==> src/rtl/adder_bist_checker_pkg.sv <==
// Shared types and constants for the exhaustive 4-bit adder/subtractor BIST checker.
package adder_bist_checker_pkg;

    typedef enum logic [1:0] {
        IDLE  = 2'd0,
        APPLY = 2'd1,
        CHECK = 2'd2,
        DONE  = 2'd3
    } state_t;

    localparam int A_W            = 4;
    localparam int B_W            = 4;
    localparam int K_W            = 1;
    localparam int VEC_W          = A_W + B_W + K_W;
    localparam int VEC_COUNT      = 512;
    localparam int SETTLE_DEFAULT = 4;

    localparam logic [VEC_W-1:0] LAST_INDEX = VEC_W'(VEC_COUNT - 1);

endpackage

==> src/rtl/adder_bist_checker_golden.sv <==
// Reference 4-bit adder/subtractor: K=0 gives A+B, K=1 gives A+~B+1 (carry set iff A >= B).
module adder_sub_golden_4
    import adder_bist_checker_pkg::*;
(
    input  logic [A_W-1:0] a,
    input  logic [B_W-1:0] b,
    input  logic [K_W-1:0] k,
    output logic [A_W-1:0] s,
    output logic           c
);

    logic [B_W-1:0] b_eff;
    logic [A_W:0]   result;

    assign b_eff  = k[0] ? ~b : b;
    assign result = {1'b0, a} + {1'b0, b_eff} + (A_W + 1)'(k);
    assign s      = result[A_W-1:0];
    assign c      = result[A_W];

endmodule

==> config.mk <==
export PLATFORM = sky130hd
export DESIGN_NAME = adder_sub_golden_4
export DESIGN_NICKNAME = d
export VERILOG_FILES = /design/src/rtl/adder_bist_checker_pkg.sv /design/src/rtl/adder_bist_checker_golden.sv
export SDC_FILE = /design/constraint.sdc
export NUM_CORES = 1
export LEC_CHECK = 0
export CELL_PAD_IN_SITES_DETAIL_PLACEMENT = 1
export CELL_PAD_IN_SITES_GLOBAL_PLACEMENT = 2
export CORE_AREA = 2 2 39 41
export DETAILED_ROUTE_END_ITERATION = 8
export DIE_AREA = 0 0 41 43
export PLACE_DENSITY_LB_ADDON = 0.1
export SLEW_MARGIN = 10
export SYNTH_ARGS = -nofsm -noshare
export SYNTH_HDL_FRONTEND = slang
export SYNTH_SLANG_ARGS = --single-unit
==> constraint.sdc <==
create_clock -name vclk -period 4.2
set_input_delay 0.42 -clock vclk [all_inputs]
set_output_delay 0.42 -clock vclk [all_outputs]
set_load 0.02 [all_outputs]
==> results list, run 1 <==
- The initial antenna violation count was 0.
- Dominant cells by area after synthesis: sky130_fd_sc_hd__xor2_1 (24%), sky130_fd_sc_hd__ha_1 (21%), sky130_fd_sc_hd__fa_1 (11%)
- The worst setup path is of the input pin to output port kind.
- Amount of wire on met3 after detailed routing: 31 um
- The first global-routing pass estimated 848 um of wire.
* Final period demand of the worst path: 3.145 ns
- Global routing used 6.300% of the available tracks across all layers.
- Total number of vias: 214
- For the pin with the worst max-slew slack, the measured transition is 0.2481 ns.
* Critical path peak fanout: 5
* Req. time, crit path: 3.78 ns
- The placed instances occupy a cell area of 340.3 um2.
- The tool flagged a number of max-cap violations equal to 0.
- Once the clock tree was built, the setup fixing pass inserted 0 buffers.
- Dividing total power by cell area gives a power density of 215.4 nW/um2.
* Yosys warning total: 0
- Yosys mapped the design onto 12 distinct sky130hd cell types.
* Combined area of all synthesized cells: 180.2 um2
* DRC violation total after the first TritonRoute iteration: 0
- The total count of max-transition violations in the final report is 0.
- Placed insts: 50
- Detailed-routed wire length on met2: 270 um
* Post-CTS Hold Buffers: 0
* Share of the cycle needed by the critical path after routing: 74.89%
- Starting density of the core: 13.02%
- Grt ovf: 0
- Port buffering added 14 buffers.
- Sequential area share after synthesis: 0%
* Detailed-router iteration count before antenna repair: 1
* DRC: 0
* Top routing layer in use: met3
- The via count of the first global-routing pass came to 225.
* Antenna diode instance count: 0
* Critical path startpoint category: input pin
* Floorplan die width: 41 um
- Total die area: 1763 um2
- The tightest min-delay check is of the input pin to output port type.
- The final layout contains 49 nets.
- DR WL/cell: 9.980 um
* Proportion of netlist area held by the largest area contributor: 24.31%
- FF+latch count: 0
- Slew Limit Headroom: 83.23%
* CTS resizes: 0
- Storage cell area: 0 um2
- Non-Filler Instances: 50
- Row generation in the floorplan step produced 14 rows.
* Share of layout cells above drive strength 1: 2.941%
- For the worst setup path, the data arrival time is 2.73 ns.
* Endpoints failing hold: 0
* Worst Hold Margin: 1.947 ns
* Leakage power: 0.0001341 uW
* Met1 Routed Length: 197 um
- After routing the design area is 340.3 um2.
- Cell taking the most area after synthesis: sky130_fd_sc_hd__xor2_1
* Drt via density: 4.280
- Setup repair after global routing missed its margin: no
- Most frequently used cell type in the post-synthesis netlist: sky130_fd_sc_hd__xor2_1
- In this run the standard cell core region covers 1384 um2.
- Clk_buf instances: 0
* Fmax achieved: 317.9 MHz
- Die span in y: 43 um
- HPWL after DPL: 476.6 um
- Setup violations remaining at the end of the flow were counted as 0.
* Crit path capture type: output port
- Area added between synthesis and finish: 88.89%
- When the netlist entered floorplanning its net count stood at 33.
* Total wire length after detailed routing: 499 um
- Final weighted congestion of routability-driven global placement: 0.6031
- VDD IR-drop max: 47.05 uV
* Final TNS setup: 0 ns
- Averaged over all synthesized cells, the footprint is 9.009 um2.
- Number of cells produced by synthesis: 20
- Commonest cells in the synthesized netlist: sky130_fd_sc_hd__xor2_1 (5), sky130_fd_sc_hd__ha_1 (3), sky130_fd_sc_hd__a21oi_1 (2), sky130_fd_sc_hd__nand4_1 (2)
* Pin count of the biggest net entering global routing: 6
- For this design the top-level I/O count stands at 14.
* Post-detailed-route count of antenna-violating nets: 0
- Status: completed
-- cell type report --
| class | instances | area (um2) |
|---|---|---|
| repair buffers | 14 | 140.1 |
| fillers | 167 | 1044 |
| multi-input cells | 19 | 176.4 |
| well taps | 16 | 20.02 |
| inverters | 1 | 3.754 |
-- routing by layer --
layer	vias to the layer above	track usage, %
li1	106	-
met1	101	6.984
met2	7	12.81
met3	0	0
met4	0	0
met5	-	0
-- worst paths after layout --
kind	from	endpoint	depth (start not counted)
setup / recovery	k	s[3]	7
hold / removal	a[0]	s[0]	3
-- cell families after synthesis --
group	share of synthesized area, %
compound gates	13.20
buf+inv	2.081
simple gates	20.14
xor+xnor	24.30
mux	8.331
fa+ha+maj	31.95
-- per-stage QoR --
stage	utilization [%]	setup slack [ns]	total power, uW
after global placement	24.59	1.069	73.68
after detailed placement	24.59	1.032	74.39
final	24.59	1.055	73.29
after CTS	24.59	1.030	74.81
after global routing	24.59	0.9045	79.59
after floorplan	-	2.145	39.95
-- critical path: stages --
cell and delay (ns):
sky130_fd_sc_hd__clkdlybuf4s50_1 0.50, sky130_fd_sc_hd__xor2_1 0.18, sky130_fd_sc_hd__ha_1 0.31, sky130_fd_sc_hd__inv_1 0.09
sky130_fd_sc_hd__or4_1 0.52, sky130_fd_sc_hd__nand4_1 0.10, sky130_fd_sc_hd__clkdlybuf4s50_1 0.60
-- power by group --
part	internal, uW	switching (uW)	total [uW]
Sequential	0	0	0
Combinational	38.0	35.3	73.3
Clock	0	0	0
-- placed cells by master (no fill, tap or decap), drive strengths merged --
master         instances
clkdlybuf4s50         14
fa                     1
o21bai                 1
nor4b                  1
inv                    1
mux2                   1
xor2                   5
or4                    1
a31oi                  1
nand4                  2
a21oi                  2
nor3b                  1
ha                     3
Note: power is estimated with default switching activity, not from simulation.
==> run 2: changes to the inputs <==
==> constraint.sdc (replaced) <==
create_clock -name vclk -period 3.2
set_input_delay 0.32 -clock vclk [all_inputs]
set_output_delay 0.32 -clock vclk [all_outputs]
set_load 0.02 [all_outputs]
==> run 2 against run 1 <==
Effect of this change: core utilization unchanged; highest routed layer unchanged; first-iteration DRC count unchanged; flip-flop and latch count unchanged; clock-buffer cell count unchanged; cell count unchanged; non-clock buffer count unchanged; die area unchanged; combinational power up 32%; largest cell class unchanged; final area unchanged; critical endpoint unchanged; global-route usage up 0.39 points.
==> results list, run 2 (synthesis gave the netlist of run 1 again) <==
- Endpoints failing hold: 0
- The initial antenna violation count was 0.
* Global-route wire length before repair: 883 um
* Starting density of the core: 13.02%
- Counting I/O delays and the setup requirement, the final critical path takes 2.964 ns.
* Antenna diode instance count: 0
- Met3 Usage GRT: 0%
* Leakage power: 0.0001341 uW
- Total wire length after detailed routing: 530 um
- Aggregate global-route resource usage: 6.693%
- For the worst setup path, the data arrival time is 2.64 ns.
* Fill count: 170
- The number of buffers and inverters on the critical path is 2.
- In the layout the commonest cells are sky130_fd_sc_hd__clkdlybuf4s50_1 (14), sky130_fd_sc_hd__xor2_1 (5), sky130_fd_sc_hd__ha_1 (3), sky130_fd_sc_hd__a21oi_1 (2), sky130_fd_sc_hd__nand4_1 (2).
* Cell chain of the critical path: clkdlybuf4s50_1, xor2_1, ha_1, nor4b_1, a31oi_1, nand4_1, clkdlybuf4s50_1
- Floorplan Core Area: 1384 um2
* Drt via density: 4.040
* Vias in the first global route: 194
* Slowest cell delay on critical path: 0.60 ns
- Total setup violations reported at the end of the flow: 0
- DRC violation total after the first TritonRoute iteration: 0
- Number of port buffers: 14
- Post-layout net count: 49
- Dividing the final minimum period by the clock period gives 92.61%.
* CTS resizes: 0
- Counting tap cells, the placed design contains a total of 50 instances.
* Max-cap violation count: 0
* VDD IR-drop max: 80.94 uV
- Based on the critical path, the design can be clocked at up to 337.4 MHz.
* Met2 track demand over resource: 11.25%
- Ports placed on the boundary: 14
* Non-Filler Instances: 50
- Post-CTS repair timing setup buffer count: 0
* Detailed-router iteration count before antenna repair: 1
- Routability-driven placement finished with a final weighted congestion of 0.5698.
- Post-CTS Hold Buffers: 0
* Worst Hold Class: input pin to output port
- After detailed routing, the number of remaining DRC violations is 0.
* Clk_buf instances: 0
- The design draws 97.05 uW.
- From synthesis to final layout, the design area changed by 88.89%.
- CP max-delay cell: sky130_fd_sc_hd__clkdlybuf4s50_1
* HPWL after DPL: 484.5 um
- The floorplan has 14 rows.
- Setup repair after global routing missed its margin: no
- Most frequent CP cell: sky130_fd_sc_hd__clkdlybuf4s50_1
- Entering global routing, the biggest net connects 6 pins.
* Met1 usage: 9.810%
- Storage cell area: 0 um2
* Cell Pwr Density: 285.2 nW/um2
* Total number of vias: 202
- Die span in y: 43 um
- Among cell families on the critical path, the largest total delay comes from buffers and inverters.
- Status: completed
* Worst Tran Pin Value: 0.3208 ns
* Total die area: 1763 um2
* Floorplan die width: 41 um
- The worst setup path is launched from an input pin.
- The total count of max-transition violations in the final report is 0.
- FF+latch count: 0
* Crit path capture type: output port
* Post-detailed-route count of antenna-violating nets: 0
- Measured against its own limit, the worst slew margin works out to 78.31%.
* Share of layout cells above drive strength 1: 2.941%
* Grt ovf: 0
* Most common cell after layout, fill and taps aside: sky130_fd_sc_hd__clkdlybuf4s50_1
* Critical path peak fanout: 4
- The worst setup path is of the input pin to output port kind.
* Final TNS setup: 0 ns
- In the final routed layout, each cell accounts on average for 10.60 um.
- For the worst setup path, the data required time is 2.88 ns.
- Most crowded layer after global routing: met2
- Worst Hold Margin: 1.743 ns
[run 2: cell counts in the layout (fill, tap and decap cells not counted)]
No cell type changed its count.
[run 2: path summary, 6_finish.rpt]
check / cells after the start / startpoint / endpoint / slack [ns]
hold / removal: 3 / a[0] / s[0] / 1.74
setup / recovery: 7 / k / s[3] / 0.24
[run 2: through the flow]
step                      instance area (um2)  util [%]  setup slack (ns)
final                                   340.3     24.59            0.2364
after global routing                    340.3     24.59            0.1109
after CTS                               340.3     24.59            0.1913
after detailed placement                340.3     24.59            0.2008
after global placement                  340.3     24.59            0.2418
after floorplan                         180.2         -             1.345
[run 2: layer usage]
layer  vias to the layer above  wire length (um)
met5                         -                 0
met4                         0                 0
met3                         0                31
met2                         7               285
met1                        90               213
li1                        105                 -
[run 2: area by class of cell]
| cell class | instances | area [um2] | area share, % |
|---|---|---|---|
| inverter | 1 | 3.754 | 1.103 |
| multi-input combinational | 19 | 176.4 | 51.84 |
| tap | 16 | 20.02 | 5.882 |
| timing repair buffer | 14 | 140.1 | 41.18 |
[run 2: worst min-delay path, cell delays in order]
cell and delay [ns]:
sky130_fd_sc_hd__clkdlybuf4s50_1 0.49, sky130_fd_sc_hd__xor2_1 0.07, sky130_fd_sc_hd__clkdlybuf4s50_1 0.54
[run 2: where the power goes]
part	switching (uW)	total, uW	leakage (uW)	internal, uW
Combinational	46.9	97.0	0.000134	50.2
Clock	0	0	0	0
Sequential	0	0	0	0
==> edit: new RTL, config.mk and constraints of run 2 <==
The package constant `A_W` goes from 4 to 5.
--- a/src/rtl/adder_bist_checker_pkg.sv
+++ b/src/rtl/adder_bist_checker_pkg.sv
@@ -9,5 +9,5 @@
     } state_t;
 
-    localparam int A_W            = 4;
+    localparam int A_W            = 5;
     localparam int B_W            = 4;
     localparam int K_W            = 1;
Interface: changed (resized a and s); port bits go from 14 to 16. No check against the original RTL was run, so the function may have changed too.
==> edit against run 2 <==
- synthesized cell count increased by 30%
- total power up 13%
- design area rose by 13%
- critical path depth is 1 higher
- area after synthesis is 14% higher
- global-route usage shrank 0.093 points
- wire length rose by 7.7%
- worst setup slack got worse by 0.084 ns
==> edit: results (changes against run 2) <==
[detailed_routing]
drtPass1Iterations = 2  ; +1
wl_met1_um = 236  ; +11%
routed_wl_um = 571  ; +7.7%
dr_wl_met3_um = 58  ; +87%
via_count = 229  ; +13%
vias_per_cell = 3.948  ; -2.3%
drt_iter0_markers = 1  ; +1
wl_met2_um = 276  ; -3.2%

[place]
port_buffers = 16  ; +2
place_area_um2 = 385.4  ; +13%
dpl.hpwl_um = 515.2  ; +6.3%
place_congestion = 0.7194  ; +26%
dp_slack_ns = 0.1181  ; -0.08272 ns

[pwr]
cellLeakagePower_nw = 0.1739  ; +30%
ir_drop_mv = 0.1027  ; +27%

[synthesis]
syn_nets = 41  ; +24%
synth_cells = 26  ; +30%
synth.area.mux_share = 0.04878  ; -0.03455
synthTopCellsByArea = xor2_1 26%, ha_1 24%, fa_1 9.8%, inv_1 7.3%, a21oi_1 4.9%
synth_xor_area_frac = 0.2988  ; +0.05572
synth-compound-area-share = 0.1098  ; -0.02219
synth_fa_ha_area_frac = 0.3415  ; +0.02202
synthTopCellsByCount = 6 x xor2_1, 4 x ha_1, 4 x inv_1

[finish]
final_util = 0.2785  ; +0.03255
inverters = 4  ; +3
nFlopsAndLatches = 0  ; unchanged
drive_above_1_share = 0  ; -0.02941
multi_input_area_share = 0.4935  ; -0.02488
area_share_nonclk_buffers = 0.4156  ; +0.003821
nFillCells = 174  ; +2.4%
nClkBuffers = 0  ; unchanged
comb.multi_input.count = 22  ; +3
buffers = 16  ; +2
nNetsFinal = 59  ; +20%

[global_routing]
grt_max_degree = 5  ; -1
grt_usage = 0.06600  ; -0.0009331
grt_pass1_wl_um = 855  ; -3.2%
use_met3 = 0.005236  ; +0.005236

[outcome]
status = finished clean

[sta]
holdWs_ns = 1.734  ; -0.009210 ns
max_slew_margin = 0.7683  ; -0.01479

[setup_path]
crit_arrival_ns = 2.73  ; +0.09 ns
max_stage_delay_ns = 0.62  ; +0.02 ns

[worst_hold_path]
hold_path_end = s[4]
hp-start = a[4]

[cts]
cts.repair.resized = 0  ; unchanged

-- edit: cell count changes in the layout (fill, tap and decap cells not counted), moves of 2 or more --
cell / before / now
nor2_1: 0 / 2
inv_1: 1 / 4
clkdlybuf4s50_1: 14 / 16
nand4_1: 2 / 0
-- edit: where the power goes --
part	total, mW	internal [mW]	switching (mW)
clock network	0	0	0
logic	0.110	0.0573	0.0526
registers	0	0	0
total	0.110	0.0573	0.0526
-- edit: tightest hold or removal path: stages --
cell	delay (ns)
clkdlybuf4s50_1	0.49
xor2_1	0.07
clkdlybuf4s50_1	0.53
-- edit: how the worst max path moves through the flow --
stage / end / slack, ns / depth (start not counted)
floorplan: s[4] / 1.24 / 6
global placement: s[4] / 0.15 / 8
detailed placement: s[4] / 0.12 / 8
CTS: s[4] / 0.11 / 8
global route: s[4] / 0.02 / 8
finish: s[4] / 0.15 / 8
